`src/rtl/booth_operand_sequencer_if.sv`:
```
// Operand and result handshakes for booth_operand_sequencer.
// master: operand producer / result consumer; slave: the sequencer.
interface booth_operand_sequencer_if;
    logic        in_valid;
    logic        in_ready;
    logic [7:0]  in_a;
    logic [7:0]  in_b;
    logic        res_valid;
    logic        res_ready;
    logic [15:0] res_prod;

    modport master (
        output in_valid, in_a, in_b, res_ready,
        input  in_ready, res_valid, res_prod
    );

    modport slave (
        input  in_valid, in_a, in_b, res_ready,
        output in_ready, res_valid, res_prod
    );
endinterface

```
`src/rtl/booth_operand_sequencer.sv`:
```
// booth_operand_sequencer: feeds an 8x8 Booth multiplier, pulses START,
// waits MUL_LATENCY cycles, captures the 16-bit product and hands it over
// a valid/ready result port.
// Optional feature: define SEQ_ACCUM_EN to add a running signed product
// accumulator (acc) with a synchronous clear (acc_clr).
module booth_operand_sequencer #(
    parameter int unsigned MUL_LATENCY = 9,
    parameter int unsigned ACC_W       = 24
) (
    input  logic        clk,
    input  logic        rst,
    booth_operand_sequencer_if.slave bus,
    output logic [7:0]  M1,
    output logic [7:0]  M2,
    output logic        START,
    input  logic [15:0] mul_out,
    output logic        busy
`ifdef SEQ_ACCUM_EN
    ,
    input  logic             acc_clr,
    output logic [ACC_W-1:0] acc
`endif
);

    localparam int unsigned CNT_W = (MUL_LATENCY > 1) ? $clog2(MUL_LATENCY) : 1;

    typedef enum logic [2:0] {
        IDLE = 3'd0,
        LOAD = 3'd1,
        STRT = 3'd2,
        WAIT = 3'd3,
        DONE = 3'd4
    } state_t;

    state_t           state;
    logic [CNT_W-1:0] cnt;

    // Handshake readiness and busy are pure state decodes.
    assign bus.in_ready = (state == IDLE);
    assign busy         = (state != IDLE);

    // Sequencer FSM with registered operand, START and result outputs.
    always_ff @(posedge clk) begin
        if (rst) begin
            state         <= IDLE;
            M1            <= 8'd0;
            M2            <= 8'd0;
            START         <= 1'b0;
            cnt           <= '0;
            bus.res_valid <= 1'b0;
            bus.res_prod  <= 16'd0;
        end else begin
            START <= 1'b0;
            case (state)
                IDLE: begin
                    if (bus.in_valid) begin
                        M1    <= bus.in_a;
                        M2    <= bus.in_b;
                        state <= LOAD;
                    end
                end
                LOAD: begin
                    START <= 1'b1;
                    state <= STRT;
                end
                STRT: begin
                    cnt   <= CNT_W'(MUL_LATENCY - 1);
                    state <= WAIT;
                end
                WAIT: begin
                    if (cnt == '0) begin
                        bus.res_prod  <= mul_out;
                        bus.res_valid <= 1'b1;
                        state         <= DONE;
                    end else begin
                        cnt <= cnt - CNT_W'(1);
                    end
                end
                DONE: begin
                    if (bus.res_valid && bus.res_ready) begin
                        bus.res_valid <= 1'b0;
                        state         <= IDLE;
                    end
                end
                default: state <= IDLE;
            endcase
        end
    end

`ifdef SEQ_ACCUM_EN
    logic             capture_c;
    logic [ACC_W-1:0] prod_ext_c;

    assign capture_c  = (state == WAIT) && (cnt == '0);
    assign prod_ext_c = ACC_W'($signed(mul_out));

    // Running sum of captured products; a clear landing on a capture keeps that product.
    always_ff @(posedge clk) begin
        if (rst) begin
            acc <= '0;
        end else if (acc_clr) begin
            acc <= capture_c ? prod_ext_c : '0;
        end else if (capture_c) begin
            acc <= acc + prod_ext_c;
        end
    end
`endif

endmodule

```
`src/flat_wrapper.sv`:
```
// flat-port wrapper written by rule: the top's interface ports become plain ports
module booth_operand_sequencer_flat 
#(
    parameter int unsigned MUL_LATENCY = 9,
    parameter int unsigned ACC_W       = 24
)
  (clk, rst, M1, M2, START, mul_out, busy, bus_in_valid, bus_in_a, bus_in_b, bus_res_ready, bus_in_ready, bus_res_valid, bus_res_prod);
  booth_operand_sequencer_if bus_i ();
  input  logic clk;
  input  logic rst;
  output logic [7:0] M1;
  output logic [7:0] M2;
  output logic START;
  input  logic [15:0] mul_out;
  output logic busy;
  input wire logic [$bits(bus_i.in_valid)-1:0] bus_in_valid;
  input wire logic [$bits(bus_i.in_a)-1:0] bus_in_a;
  input wire logic [$bits(bus_i.in_b)-1:0] bus_in_b;
  input wire logic [$bits(bus_i.res_ready)-1:0] bus_res_ready;
  output wire logic [$bits(bus_i.in_ready)-1:0] bus_in_ready;
  output wire logic [$bits(bus_i.res_valid)-1:0] bus_res_valid;
  output wire logic [$bits(bus_i.res_prod)-1:0] bus_res_prod;
  assign bus_i.in_valid = bus_in_valid;
  assign bus_i.in_a = bus_in_a;
  assign bus_i.in_b = bus_in_b;
  assign bus_i.res_ready = bus_res_ready;
  assign bus_in_ready = bus_i.in_ready;
  assign bus_res_valid = bus_i.res_valid;
  assign bus_res_prod = bus_i.res_prod;
  booth_operand_sequencer #(.MUL_LATENCY(MUL_LATENCY), .ACC_W(ACC_W)) u_core (.clk(clk), .rst(rst), .bus(bus_i), .M1(M1), .M2(M2), .START(START), .mul_out(mul_out), .busy(busy));
endmodule
```
`config.mk`:
```
export PLATFORM = sky130hd
export DESIGN_NAME = booth_operand_sequencer_flat
export DESIGN_NICKNAME = d
export VERILOG_FILES = /design/src/rtl/booth_operand_sequencer_if.sv /design/src/rtl/booth_operand_sequencer.sv /design/src/flat_wrapper.sv
export SDC_FILE = /design/constraint.sdc
export NUM_CORES = 1
export LEC_CHECK = 0
export BUFFER_PORTS_ARGS = -buffer_cell sky130_fd_sc_hd__buf_2
export CELL_PAD_IN_SITES_DETAIL_PLACEMENT = 1
export CELL_PAD_IN_SITES_GLOBAL_PLACEMENT = 2
export CORE_MARGIN = 5
export CORE_UTILIZATION = 30
export CTS_BUF_LIST = sky130_fd_sc_hd__clkbuf_2
export DETAILED_ROUTE_END_ITERATION = 10
export PLACE_DENSITY_LB_ADDON = 0.1
export SLEW_MARGIN = 0
export SYNTH_ARGS = -nofsm -noshare
export SYNTH_HDL_FRONTEND = slang
export SYNTH_SLANG_ARGS = --single-unit
```
`constraint.sdc`:
```
create_clock -name clk -period 4.79 [get_ports clk]
set_input_delay 0 -clock clk [delete_from_list [all_inputs] [get_ports clk]]
set_output_delay 0 -clock clk [all_outputs]
set_load 0.02 [all_outputs]
```
# After elaboration in Yosys (flattened, before gate mapping)

Cells that the tools add are included.

Equal/unequal tests: 8
Mux-type cells: 10
Reduce and logical (&&, ||, !) cells: 11
Add/subtract/negate cells: 1

Operators with widths:

| cell                                                                  | number |
|---|---|
| 3-bit one-hot mux with 5 select lines                                 | 1 |
| 3-bit two-way mux                                                     | 3 |
| 4-bit one-hot mux with 2 select lines                                 | 1 |
| 3-bit by 2-bit equality test with 1-bit output, second input constant | 2 |
| 2-bit AND reduction                                                   | 3 |
| 3-bit AND reduction                                                   | 2 |
| 4-bit zero test                                                       | 1 |
| 4-bit two-way mux                                                     | 1 |
| 2-bit by 1-bit != test with 1-bit output, second input constant       | 2 |
| 2-bit != test, second input constant                                  | 2 |
| 2-bit nonzero test                                                    | 2 |
| 4-bit by 1-bit subtractor with 4-bit output, second input constant    | 1 |
| 3-bit by 1-bit equality test with 1-bit output, second input constant | 1 |
| 3-bit equality test, second input constant                            | 1 |
| 3-bit zero test                                                       | 1 |
| 1-bit two-way mux                                                     | 3 |
| 3-bit nonzero test                                                    | 1 |
| 1-bit one-hot mux with 2 select lines                                 | 1 |
| 1-bit logical AND                                                     | 1 |

Output and inout port bits: 36
Flip-flop bits (word level): 41
Word-level logic and storage cells: 37
Input bits: 36

# Depth between registers and ports, before layout

Depth after elaboration: 3
Depth in mapped cells: 7
Mapped depth without buffers: 5

# Worst setup path after synthesis

OpenSTA, ideal clock, no wires.

Kind: register -> register
From: register u_core.cnt[0]
To: register u_core.bus.res_valid
Setup slack: 3.290 ns
Required time: 4.675 ns
Setup time: 0.115 ns
Arrival time: 1.385 ns
Cell stages (with the launch flop): 8
Clock period less this slack: 1.500 ns
Path through: dfxtp_1 inv_1 ha_1 nor3b_2 and3_1 buf_4 buf_6 o21a_1

Word-level cells in the longest chain between the ends: 3

Ends and longest elaborated chain:

| element                                            | RTL line                         | RTL |
|---|---|---|
| start, declared                                    | booth_operand_sequencer.sv:36    | `logic [CNT_W-1:0] cnt;` |
| start signal, assigned                             | booth_operand_sequencer.sv:67    | `cnt <= CNT_W'(MUL_LATENCY - 1);` |
| start signal, assigned                             | booth_operand_sequencer.sv:76    | `cnt <= cnt - CNT_W'(1);` |
| 4-bit zero test                                    | booth_operand_sequencer.sv:71    | `if (cnt == '0) begin` |
| 2-bit by 1-bit != test with 1-bit output (no line) | --                               |  |
| 3-bit AND reduction (no line)                      | --                               |  |
| end signal, assigned                               | booth_operand_sequencer.sv:50    | `bus.res_valid <= 1'b0;` |
| end signal, assigned                               | booth_operand_sequencer.sv:73    | `bus.res_valid <= 1'b1;` |
| end signal, assigned                               | booth_operand_sequencer.sv:81    | `bus.res_valid <= 1'b0;` |
| end, declared                                      | booth_operand_sequencer_if.sv:19 | `output in_ready, res_valid, res_prod` |

No other way between the ends.
A chain may end at the register's enable or synchronous reset.

# Worst setup path in the final report

From: register u_core.cnt[0]
To: register u_core.bus.res_prod[11]

Word-level cells in the longest chain between the ends: 2

Ends and longest elaborated chain:

| element                       | RTL line                         | RTL |
|---|---|---|
| 4-bit zero test               | booth_operand_sequencer.sv:71    |  |
| 2-bit AND reduction (no line) | --                               |  |
| end signal, assigned          | booth_operand_sequencer.sv:72    | `bus.res_prod <= mul_out;` |
| end, declared                 | booth_operand_sequencer_if.sv:19 |  |

No other way between the ends.

==> run_results.csv <==
group,metric,value,unit
run_status,outcome,"complete, no violations",
cts,cts-root-buf,"clkbuf_2",
global_routing,antenna_found_initial,0,
floorplan,dieWidth,87.0,um
floorplan,design.die.area,7570,um2
timing,min_period_over_period,43.1,%
timing,max_freq,484,MHz
flow_run,max_cap_violations,0,
routing,dr.pass1.iters,4,
cells_and_area,regArea,821,um2
cells_and_area,fin_util,43.2,%
floorplan,io_pins,72,
cells_and_area,nFillCells,718,
floorplan,die_h,87.0,um
placed_design,numPortBuffers,71,
routing,vias_per_cell,4.41,
placed_design,gp_congestion,0.686,
placed_design,dp_hpwl,3.07,mm
min_path,min_path_cells,4,
timing,hold_viol_final,0,
routing,routedWlPerCell,13.0,um
power_and_ir_drop,power_frac_seq,52.2,%
worst_setup_path,rr_worst_depth,5,
synth,netlist_area,1780,um2
routing,wl_met3,350,um
cts,clk_latency,390,ps
power_and_ir_drop,switching_power,0.206,mW
routing,vias,1614,
worst_setup_path,cp-start-kind,"flip-flop",
cells_and_area,area_growth,42.1,%
timing,clock_skew,26.2,ps
cts,cts_tree,"yes",
synth,synth_warnings,0,
worst_setup_path,cp_slowest_stage_delay,840,ps
worst_setup_path,critPathSlowestCell,"and3_1",
timing,whs,39.6,ps
synth,async_flop_share,0,%
worst_setup_path,cp-end-kind,"flip-flop",
synth,synth_cell_types,32,
cts,cts.sinks,41,
timing,finalSetupTns,0,ps
global_routing,first_global_vias,1660,
routing,finalWirelength,4.77,mm
worst_setup_path,arrival,2400,ps
worst_setup_path,path_max_fanout,17,
floorplan,num_rows,28,
timing,finalSetupViolCount,0,
cts,path_clk_slew,210,ps
synth,ys.flop_type,"dfxtp_1",
timing,worst_pin_slew,960,ps
power_and_ir_drop,p_per_area,286,nW/um2
synth,syn_avg_cell_area,9.16,um2
synth,seq_area_frac_synth,46.2,%
cts,cts.path.max_buffers,2,
cells_and_area,multiInputGateArea,847,um2
timing,slew_headroom,36.0,%
power_and_ir_drop,power.share.clock,27.0,%
routing,dr.max_layer_used,"met4",
routing,ant_nets,0,
power_and_ir_drop,power_leakage,1.11,nW
cts,cts-buffers-inserted,5,
power_and_ir_drop,peakVddDrop,0.0972,mV
worst_setup_path,crit_type,"reg -> reg",
cts,cts_max_level,2,
cells_and_area,n_antenna_cell,0,
timing,maxSlewViolCount,0,
routing,met1_length,2.08,mm
global_routing,grt_usage,12.8,%
routing,drc,0,
power_and_ir_drop,swShare,28.5,%
global_routing,grt_first_pass_wirelength,7.71,mm
cells_and_area,fin_nets,329,
power_and_ir_drop,p_int,0.517,mW
floorplan,start_util,30.4,%
synth,synthesis.nets,232,
worst_setup_path,crit_required,5120,ps
routing,drt_iter0_drc,47,
timing,rsz0062_at_grt,"no",
synth,syn_inst,194,
synth,ys_seq_elements,41,
routing,wl_met2,2.24,mm
timing,layout_min_cycle_time,2060,ps
cells_and_area,drive_gt1_share,29.2,%
min_path,hold_path.class,"in -> reg",
cts,ctsResizeCount,0,
global_routing,grt_max_degree,61,
floorplan,core_region_area,5850,um2
synth,synth_edf_count,0,
power_and_ir_drop,p_comb_share,20.8,%
worst_setup_path,cp_cell_sequence,"inv_1 > ha_1 > nor3b_2 > and3_1 > mux2i_1",
global_routing,grt-ovfl-total,0,
## Yosys cell counts (2+ instances only)
| master | instances | area, um2 |
|---|---|---|
| mux2i_1 | 16 | 160 |
| o32ai_1 | 2 | 17.5 |
| buf_6 | 4 | 45.0 |
| dfxtp_1 | 41 | 821 |
| or3_1 | 3 | 18.8 |
| clkbuf_1 | 7 | 26.3 |
| nor3_1 | 2 | 10.0 |
| nand2b_1 | 34 | 213 |
| nor2_1 | 3 | 11.3 |
| inv_1 | 5 | 18.8 |
| ha_1 | 2 | 25.0 |
| buf_4 | 2 | 15.0 |
| or2_2 | 2 | 12.5 |
| nand2_1 | 33 | 124 |
| nand3_1 | 3 | 15.0 |
| a21oi_1 | 19 | 95.1 |
## critical path, delay by kind of cell, from the launching register on
kind / cells / cell delay, ps
simple gates: 2 / 1100
mux: 1 / 270
buf+inv: 1 / 80
flops: 1 / 380
fa+ha+maj: 1 / 170
## routing by layer
| metal | up-vias | GRT usage (%) |
|---|---|---|
| met5 | - | 0 |
| met4 | 0 | 4.25 |
| met3 | 8 | 4.26 |
| met2 | 53 | 21.3 |
| met1 | 717 | 15.5 |
| li1 | 836 | - |
## cell usage in the layout (no fill, tap or decap), drive strengths merged, types with 2 or more instances in the layout
master and n:
ha 2, nor2 3, nor4b 2, nand3 3, or2 2, clkbuf 5, buf 71, dfxtp 41
nor3 2, a21oi 19, dlygate4sd3 33, nand2b 34, nand2 33, or3 3, inv 5, o32ai 2
nor3b 2, mux2i 16
## state kept, by name, summed over array words and instances, names as in the netlist
signal	cells
u_core.M1	8
u_core.M2	8
u_core.START	1
u_core.bus.res_prod	16
u_core.bus.res_valid	1
u_core.cnt	4
u_core.state	3
## final cells by class
cell class	instances	share of cell area, %
Timing Repair Buffer	104	27.1
Clock buffer	5	0.991
Tap cell	75	3.71
Clock inverter	2	1.39
Sequential cell	41	32.5
Multi-Input combinational cell	134	33.5
Inverter	5	0.743
## power groups by stage
stage | clock (mW) | combinational [mW] | sequential (mW)
3_3_place_gp | 0 | 0.131 | 0.384
2_1_floorplan | 0 | 0.0780 | 0.397
5_1_grt | 0.220 | 0.167 | 0.381
3_5_place_dp | 0 | 0.132 | 0.384
6_report | 0.195 | 0.151 | 0.377
4_1_cts | 0.210 | 0.153 | 0.378
## cell families (layout without fill, tap and decap cells)
kind of cell,Yosys count,after routing,synth area share (%)
buf+inv,19,116,6.19
mux,16,16,9.01
flops,41,41,46.2
compound gates,27,27,9.08
fa+ha+maj,2,2,1.41
simple gates,89,89,28.1
## metrics by stage
step | cells | power, mW | worst slack, ps | area, um2
after floorplan | 194 | 0.475 | 3290 | 1780
after global placement | 326 | 0.515 | 2750 | 2140
after detailed placement | 326 | 0.516 | 2700 | 2140
after CTS | 366 | 0.740 | 2640 | 2530
after global routing | 366 | 0.767 | 2490 | 2530
final | 366 | 0.723 | 2730 | 2530
## path summary, 6_finish.rpt
kind	from	endpoint	slack (ps)
max reg2reg	u_core.cnt[0]	u_core.bus.res_prod[11]	2730
max	u_core.cnt[0]	u_core.bus.res_prod[11]	2730
min	bus_in_valid	u_core.state[0]	40
min reg2reg	u_core.M2[7]	u_core.M2[7]	470
## timing repair
action / in CTS / in global routing
hold endpoints to repair: 34 / 0
endpoints found under the setup margin: 0 / 0
buffers inserted: 0 / 0
hold buffers: 33 / 0
(Power assumes the default switching activity.)
